--- config.mk ---
export PLATFORM = sky130hd
export DESIGN_NAME = passageway_plant
export DESIGN_NICKNAME = d
export VERILOG_FILES = /design/src/rtl/passageway_plant.sv
export SDC_FILE = /design/constraint.sdc
export NUM_CORES = 1
export LEC_CHECK = 0
export CORE_UTILIZATION = 47
export CTS_CLUSTER_SIZE = 14
export DETAILED_ROUTE_END_ITERATION = 10
export HOLD_SLACK_MARGIN = 0.02
export PLACE_DENSITY = 0.67
export SLEW_MARGIN = 5
export SYNTH_ARGS = -nofsm -noshare
export SYNTH_HDL_FRONTEND = slang
export SYNTH_SLANG_ARGS = --single-unit
--- constraint.sdc ---
create_clock -name clk -period 5.8 [get_ports clk]
set_clock_uncertainty 0.15 [all_clocks]
set_input_delay 1.16 -clock clk [delete_from_list [all_inputs] [get_ports clk]]
set_output_delay 1.16 -clock clk [all_outputs]
set_load 0.03 [all_outputs]
--- src/rtl/passageway_plant.sv ---
// rtl/passageway_plant.sv - cycle-accurate passageway plant: zone walk, door sub-FSM, step budget, sticky fault
module passageway_plant #(
  parameter int NZONES     = 5,
  parameter int DOOR_DELAY = 2,
  parameter int MAX_STEPS  = 255,
  parameter int CNT_W      = 8
) (
  input  logic              clk,
  input  logic              rst_n,
  input  logic              iup,
  input  logic              iright,
  input  logic              fault_inject,
  output logic [NZONES-1:0] zone_oh,
  output logic              open,
  output logic              doorstep,
  output logic              fault,
  output logic [CNT_W-1:0]  step_count
);

  localparam int ZW = (NZONES > 1) ? $clog2(NZONES) : 1;
  localparam logic [ZW-1:0]    LAST_ZONE = ZW'(NZONES - 1);
  localparam logic [CNT_W-1:0] DOOR_LAST = CNT_W'(DOOR_DELAY - 1);
  localparam logic [CNT_W-1:0] STEP_MAX  = CNT_W'(MAX_STEPS);

  typedef enum logic [1:0] {S_ROOM, S_OPEN, S_DOORSTEP} sub_t;

  sub_t             sub, sub_nxt;
  logic [ZW-1:0]    zone, zone_nxt;
  logic [CNT_W-1:0] door_cnt, door_cnt_nxt;
  logic [CNT_W-1:0] steps_nxt;
  logic             fault_nxt;
  logic [NZONES-1:0] zone_oh_nxt;

  always_comb begin
    sub_nxt      = sub;
    zone_nxt     = zone;
    door_cnt_nxt = door_cnt;
    steps_nxt    = step_count;
    fault_nxt    = fault;
    if (!fault) begin
      // Fault (injected or budget) wins over any move in the same cycle.
      if (fault_inject || step_count == STEP_MAX) begin
        fault_nxt = 1'b1;
      end else begin
        steps_nxt = step_count + 1'b1;
        case (sub)
          S_ROOM: begin
            if (iup) begin
              door_cnt_nxt = '0;
            end else if (door_cnt == DOOR_LAST) begin
              sub_nxt      = S_OPEN;
              door_cnt_nxt = '0;
            end else begin
              door_cnt_nxt = door_cnt + 1'b1;
            end
          end
          S_OPEN: begin
            if (iup)         sub_nxt = S_ROOM;
            else if (iright) sub_nxt = S_DOORSTEP;
          end
          S_DOORSTEP: begin
            if (!iright) begin
              sub_nxt = S_OPEN;
            end else if (zone != LAST_ZONE) begin
              zone_nxt = zone + 1'b1;
              sub_nxt  = S_OPEN;
            end
          end
          default: sub_nxt = S_ROOM;
        endcase
      end
    end
    for (int i = 0; i < NZONES; i++) begin
      zone_oh_nxt[i] = (zone_nxt == ZW'(i));
    end
  end

  // Outputs are registered from the next-state values so they track the state exactly.
  always_ff @(posedge clk or negedge rst_n) begin
    if (!rst_n) begin
      sub        <= S_ROOM;
      zone       <= '0;
      door_cnt   <= '0;
      step_count <= '0;
      fault      <= 1'b0;
      zone_oh    <= NZONES'(1);
      open       <= 1'b0;
      doorstep   <= 1'b0;
    end else begin
      sub        <= sub_nxt;
      zone       <= zone_nxt;
      door_cnt   <= door_cnt_nxt;
      step_count <= steps_nxt;
      fault      <= fault_nxt;
      zone_oh    <= zone_oh_nxt;
      open       <= (sub_nxt == S_OPEN) || (sub_nxt == S_DOORSTEP);
      doorstep   <= (sub_nxt == S_DOORSTEP);
    end
  end

endmodule

**Yosys cells after proc, flatten, opt, wreduce, memory -nomap -nowiden**

Cells that the tools add are included.

- Reduce and logical (&&, ||, !) cells: 6
- Bitwise gates (word level): 2
- Equal/unequal tests: 11
- Add/sub/neg operators: 3
- Muxes and demuxes: 18

Operators by type and width:

| cell | count |
|---|---|
| 8-bit by 1-bit adder with 8-bit output (second input constant) | 2 |
| 2-bit two-way mux | 8 |
| 8-bit two-way mux | 2 |
| 3-bit two-way mux | 5 |
| 8-bit by 1-bit == test with 1-bit output (second input constant) | 1 |
| 8-bit == test (second input constant) | 1 |
| 3-bit by 2-bit == test with 1-bit output (second input constant) | 2 |
| 2-bit one-hot mux with 3 select lines | 1 |
| 2-bit by 1-bit == test with 1-bit output (second input constant) | 2 |
| 2-bit == test (second input constant) | 2 |
| 3-bit by 1-bit adder with 3-bit output (second input constant) | 1 |
| 3-bit by 1-bit == test with 1-bit output (second input constant) | 1 |
| 3-bit == test (second input constant) | 1 |
| 3-bit logical NOT | 1 |
| 3-bit inequality test (second input constant) | 1 |
| 3-bit AND reduction | 1 |
| 2-bit logical NOT | 1 |
| 1-bit logical OR | 2 |
| 1-bit two-way mux | 2 |
| 1-bit NOT | 2 |
| 2-bit AND reduction | 1 |

- Bits in registers: 29
- Bits of input ports: 5
- Logic and storage cells: 48

**Depth between registers and ports, before layout**

- Depth after elaboration: 8
- Depth in mapped cells: 9
- Depth with buffers taken out: 8

**Least setup slack after synthesis**

Ideal clock, no wire load.

- Path kind: input-to-reg
- Start: input port fault_inject
- End: register open
- Setup slack: 3.268 ns
- Arrival time: 2.269 ns
- Setup time: 0.113 ns
- Path buffers: 2
- Required time: 5.537 ns
- Cell stages on the path: 8
- Path through: nor2_1 -> o21a_1 -> buf_6 -> inv_2 -> buf_2 -> a22o_1 -> ha_1 -> inv_1

- Word-level cells in the longest chain between the ends: 5
- Elaborated cells between the ends (all ways): 6
- Those cells by class: eq/ne: 2; mux: 2; reduce/logical: 2

Ends and longest elaborated chain:

| item | RTL line | RTL |
|---|---|---|
| from (decl) | 12 | `input logic fault_inject,` |
| 1-bit logical OR * | 42 | `if (fault_inject \|\| step_count == STEP_MAX) begin` |
| 2-bit two-way mux * | 42 |  |
| 2-bit two-way mux * | 40 | `if (!fault) begin` |
| 2-bit by 1-bit == test with 1-bit output / 2-bit == test (equally long branches) | 96 | `open <= (sub_nxt == S_OPEN) \|\| (sub_nxt == S_DOORSTEP);` |
| 1-bit logical OR * | 96 |  |
| to (signal assigned) | 96 |  |
| to (decl) | 14 | `output logic open,` |

Every way passes the cells marked *; elsewhere a longest branch is shown, timed or not.
A chain may end at the register's enable or synchronous reset.

**Worst setup path in the final report**

Ends and elaborated chain as after synthesis.

==> metrics.txt <==
Area growth syn-to-layout=19.6%; worst vdd ir=about 0.11 mV; number of synthesized flops with an enable pin=0; post-synthesis cell area=0.00151 mm2; Netlist cell types=44; IO Count=21; post-synthesis adder-cell area fraction=0.0496; postcts setup bufs=0; met2 WL=1320 um; DRT antenna net count=0; HP Class=flop to flop; num rows=20; post-synthesis simple-gate area fraction=0.179; Hold Vio Cnt, Final=0; FILL cells=around 270; input/output buffers=20; flops & latches, synth=29; drt pass-1 iters=4; Max-Cap Viols=0; Clock Power Share=0.346; FFs w/ async S/R, synth=1.00; post-synthesis sequential area ratio=0.480; cell family with most CP delay=buffers and inverters; Critical Path RT=just under 6 ns; Worst Hold Path Cells=1; Compound-Gate Fraction of Synth Area=0.189; nets=approximately 180; crit path kind=input port to flop; setup slack, reg-to-reg=3.41 ns; Synth Area in XOR/XNOR=0.0463; hold_buf cts=0; Arrival @ worst endpoint=3.04 ns; crit share post-route=0.512; worst-path cell chain=clkdlybuf4s50_1 > nor2_1 > o21a_1 > inv_2 > nor3_1 > a211oi_1 > ha_1 > inv_1; DR iter-0 viols=39; FF/Latch Area=727 um2; chip height=58.8 um; initial antenna violation count=0; syn avg cell area=10.6 um2; synth warn=0; Net Sw Frac=0.241; proportion of synthesized area in mux cells=0.0215; Worst Setup Start Kind=input port; drt drc=0; clk slew on worst S/H paths=0.10 ns; Mapped Nets=154; clk buf depth=2; worst r2r path cells=8; Synth Instances=143; met3 wire length=approximately 130 um; Worst Path Buf+Inv=3; via count=1209; first-pass GRT wire length=approximately 5400 um; Slew Limit Fails=0; number of diodes=0; TritonCTS sink count=29; Cell Pwr Density=185 mW/mm2; crit-path max cell delay=0.44 ns; Via density=5.68; DIE AREA=approximately 0.0035 mm2; Rel. slew slack=0.550; dpl ws=2.53 ns; sequential power share=0.608; Worst Setup End Kind=flop; Starting Density=0.496; Slowest-stage cell, CP=clkdlybuf4s50_1; final wirelength=3030 um; H-tree depth=2; WHS Endpoint=step_count[7]$_DFFE_PN0P_; PostCTS Resize Cnt=0; Cell Int Power=255 uW; outcome=finished, final reports clean; HPWL after DPL=roughly 2100 um; Final setup violation count=0; CTS tree=built; Worst R2R End=open$_DFF_PN0_; vias in the first global route=1175; Worst-Margin Slew=0.670 ns; final setup margin=2.83 ns; Static Leak=approximately 0.00078 uW; area of the multi-input gates=~740 um2; main combinational cell family by area after synthesis=compound AO/OA/AOI/OAI gates; post-DR wirelength/cell=14.2 um; largest net degree at the start of global routing=30; combinational fraction of design power=0.046; Clock Latency Late Sink=0.32 ns; GRT Total Usage=0.209; Switch Pwr=a little over 80 uW; Fin Setup TNS=0 ns; fmax=336 MHz; min cycle time layout=2.97 ns; CTS root buffer=clkbuf_4; Top FF cell, synth=dfrtp_1; gpl congestion=0.838; total gr overflow=0; top routing layer used=met4; Power, Total=335 uW; CTS Buf Count=5; RSZ-0062 raised after global routing=false; HP Start=step_count[7]$_DFFE_PN0P_; layout cells sized above 1=0.107; die width=58.8 um; Crit Reg-Reg Startpoint=step_count[0]$_DFFE_PN0P_; CP max FO=16; routed metal-1 wirelength=between 1500 and 2000 um; CORE AREA=0.00305 mm2
## synthesized netlist by cell type, drive strengths merged, types with 4 or more instances
cell | number | area share
dfrtp | 28 | 0.46
nand2 | 9 | 0.022
inv | 8 | 0.020
o21ai | 8 | 0.026
xnor2 | 8 | 0.046
a22o | 7 | 0.040
nor2 | 7 | 0.017
ha | 6 | 0.050
nand3 | 6 | 0.020
nand4 | 6 | 0.029
and3 | 4 | 0.017
nor3 | 4 | 0.013
## kinds of logic (layout without fill, tap and decap cells)
group,count (synthesis),in the layout
and+or+nand+nor,48,48
AOI/OAI and AO/OA,38,38
DFF,29,29
buffers and inverters,11,37
xor gates and xnor gates,8,8
adders and majority gates,6,6
muxes,3,3
## metal layers
layer,vias up,track usage
li1,583,-
met3,6,0.0505
met2,30,0.313
met1,590,0.287
met4,0,0.0884
met5,-,0
## placed cells by master (no fill, tap or decap), types with 2 or more instances in the layout
| cell type | Yosys | routed |
|---|---|---|
| clkbuf_4 | 0 | 5 |
| nor2_1 | 7 | 7 |
| o31ai_1 | 2 | 2 |
| dfrtp_1 | 28 | 28 |
| clkdlybuf4s50_1 | 0 | 20 |
| xnor2_1 | 8 | 8 |
| nand4_1 | 5 | 5 |
| mux2_2 | 2 | 2 |
| ha_1 | 6 | 6 |
| nand2_1 | 9 | 9 |
| a211oi_1 | 3 | 3 |
| nor3_1 | 4 | 4 |
| a22o_1 | 7 | 7 |
| nor4_1 | 2 | 2 |
| o21a_1 | 2 | 2 |
| a21oi_1 | 3 | 3 |
| clkinv_2 | 0 | 2 |
| inv_1 | 7 | 7 |
| a21o_1 | 3 | 3 |
| nand3_1 | 6 | 6 |
| and3_1 | 4 | 4 |
| nand2b_1 | 3 | 3 |
| o21ai_0 | 7 | 7 |
## flip-flops by register name, indices dropped and copies added, names as in the netlist, named ones only
name	count
step_count	8
doorstep	1
zone_oh	5
fault	1
door_cnt	8
zone	3
open	1
## how the worst max path moves through the flow
stage / startpoint / to / cells past startpoint
finish: fault_inject / open$_DFF_PN0_ / 8
global route: fault_inject / open$_DFF_PN0_ / 8
CTS: fault_inject / open$_DFF_PN0_ / 8
detailed placement: fault_inject / zone_oh[2]$_DFF_PN0_ / 6
global placement: fault_inject / zone_oh[2]$_DFF_PN0_ / 6
floorplan: fault_inject / open$_DFF_PN0_ / 8
## final cells by class
| class | count | area share |
|---|---|---|
| Clock buffer | 5 | 0.0207 |
| Inverter | 8 | 0.0166 |
| Multi-Input combinational cell | 103 | 0.406 |
| Tap cell | 44 | 0.0304 |
| Sequential cell | 29 | 0.402 |
| Clock inverter | 3 | 0.00968 |
| Timing Repair Buffer | 21 | 0.115 |
## stage by stage
stage	instances	area (um2)	util	hold slack, ns
2_1_floorplan	143	1510	-	0.357
3_3_place_gp	205	1760	0.575	0.361
3_5_place_dp	205	1760	0.575	0.356
4_1_cts	213	1810	0.593	0.376
5_1_grt	213	1810	0.593	0.419
6_report	213	1810	0.593	0.371
## power groups by stage
stage	sequential [uW]	combinational, uW	clock, uW
finish	204	15.4	116
detailed placement	208	15.7	0
CTS	204	15.7	121
global placement	208	15.3	0
global route	204	17.2	131
floorplan	209	3.68	0
Note: power is estimated with default switching activity, not from simulation.
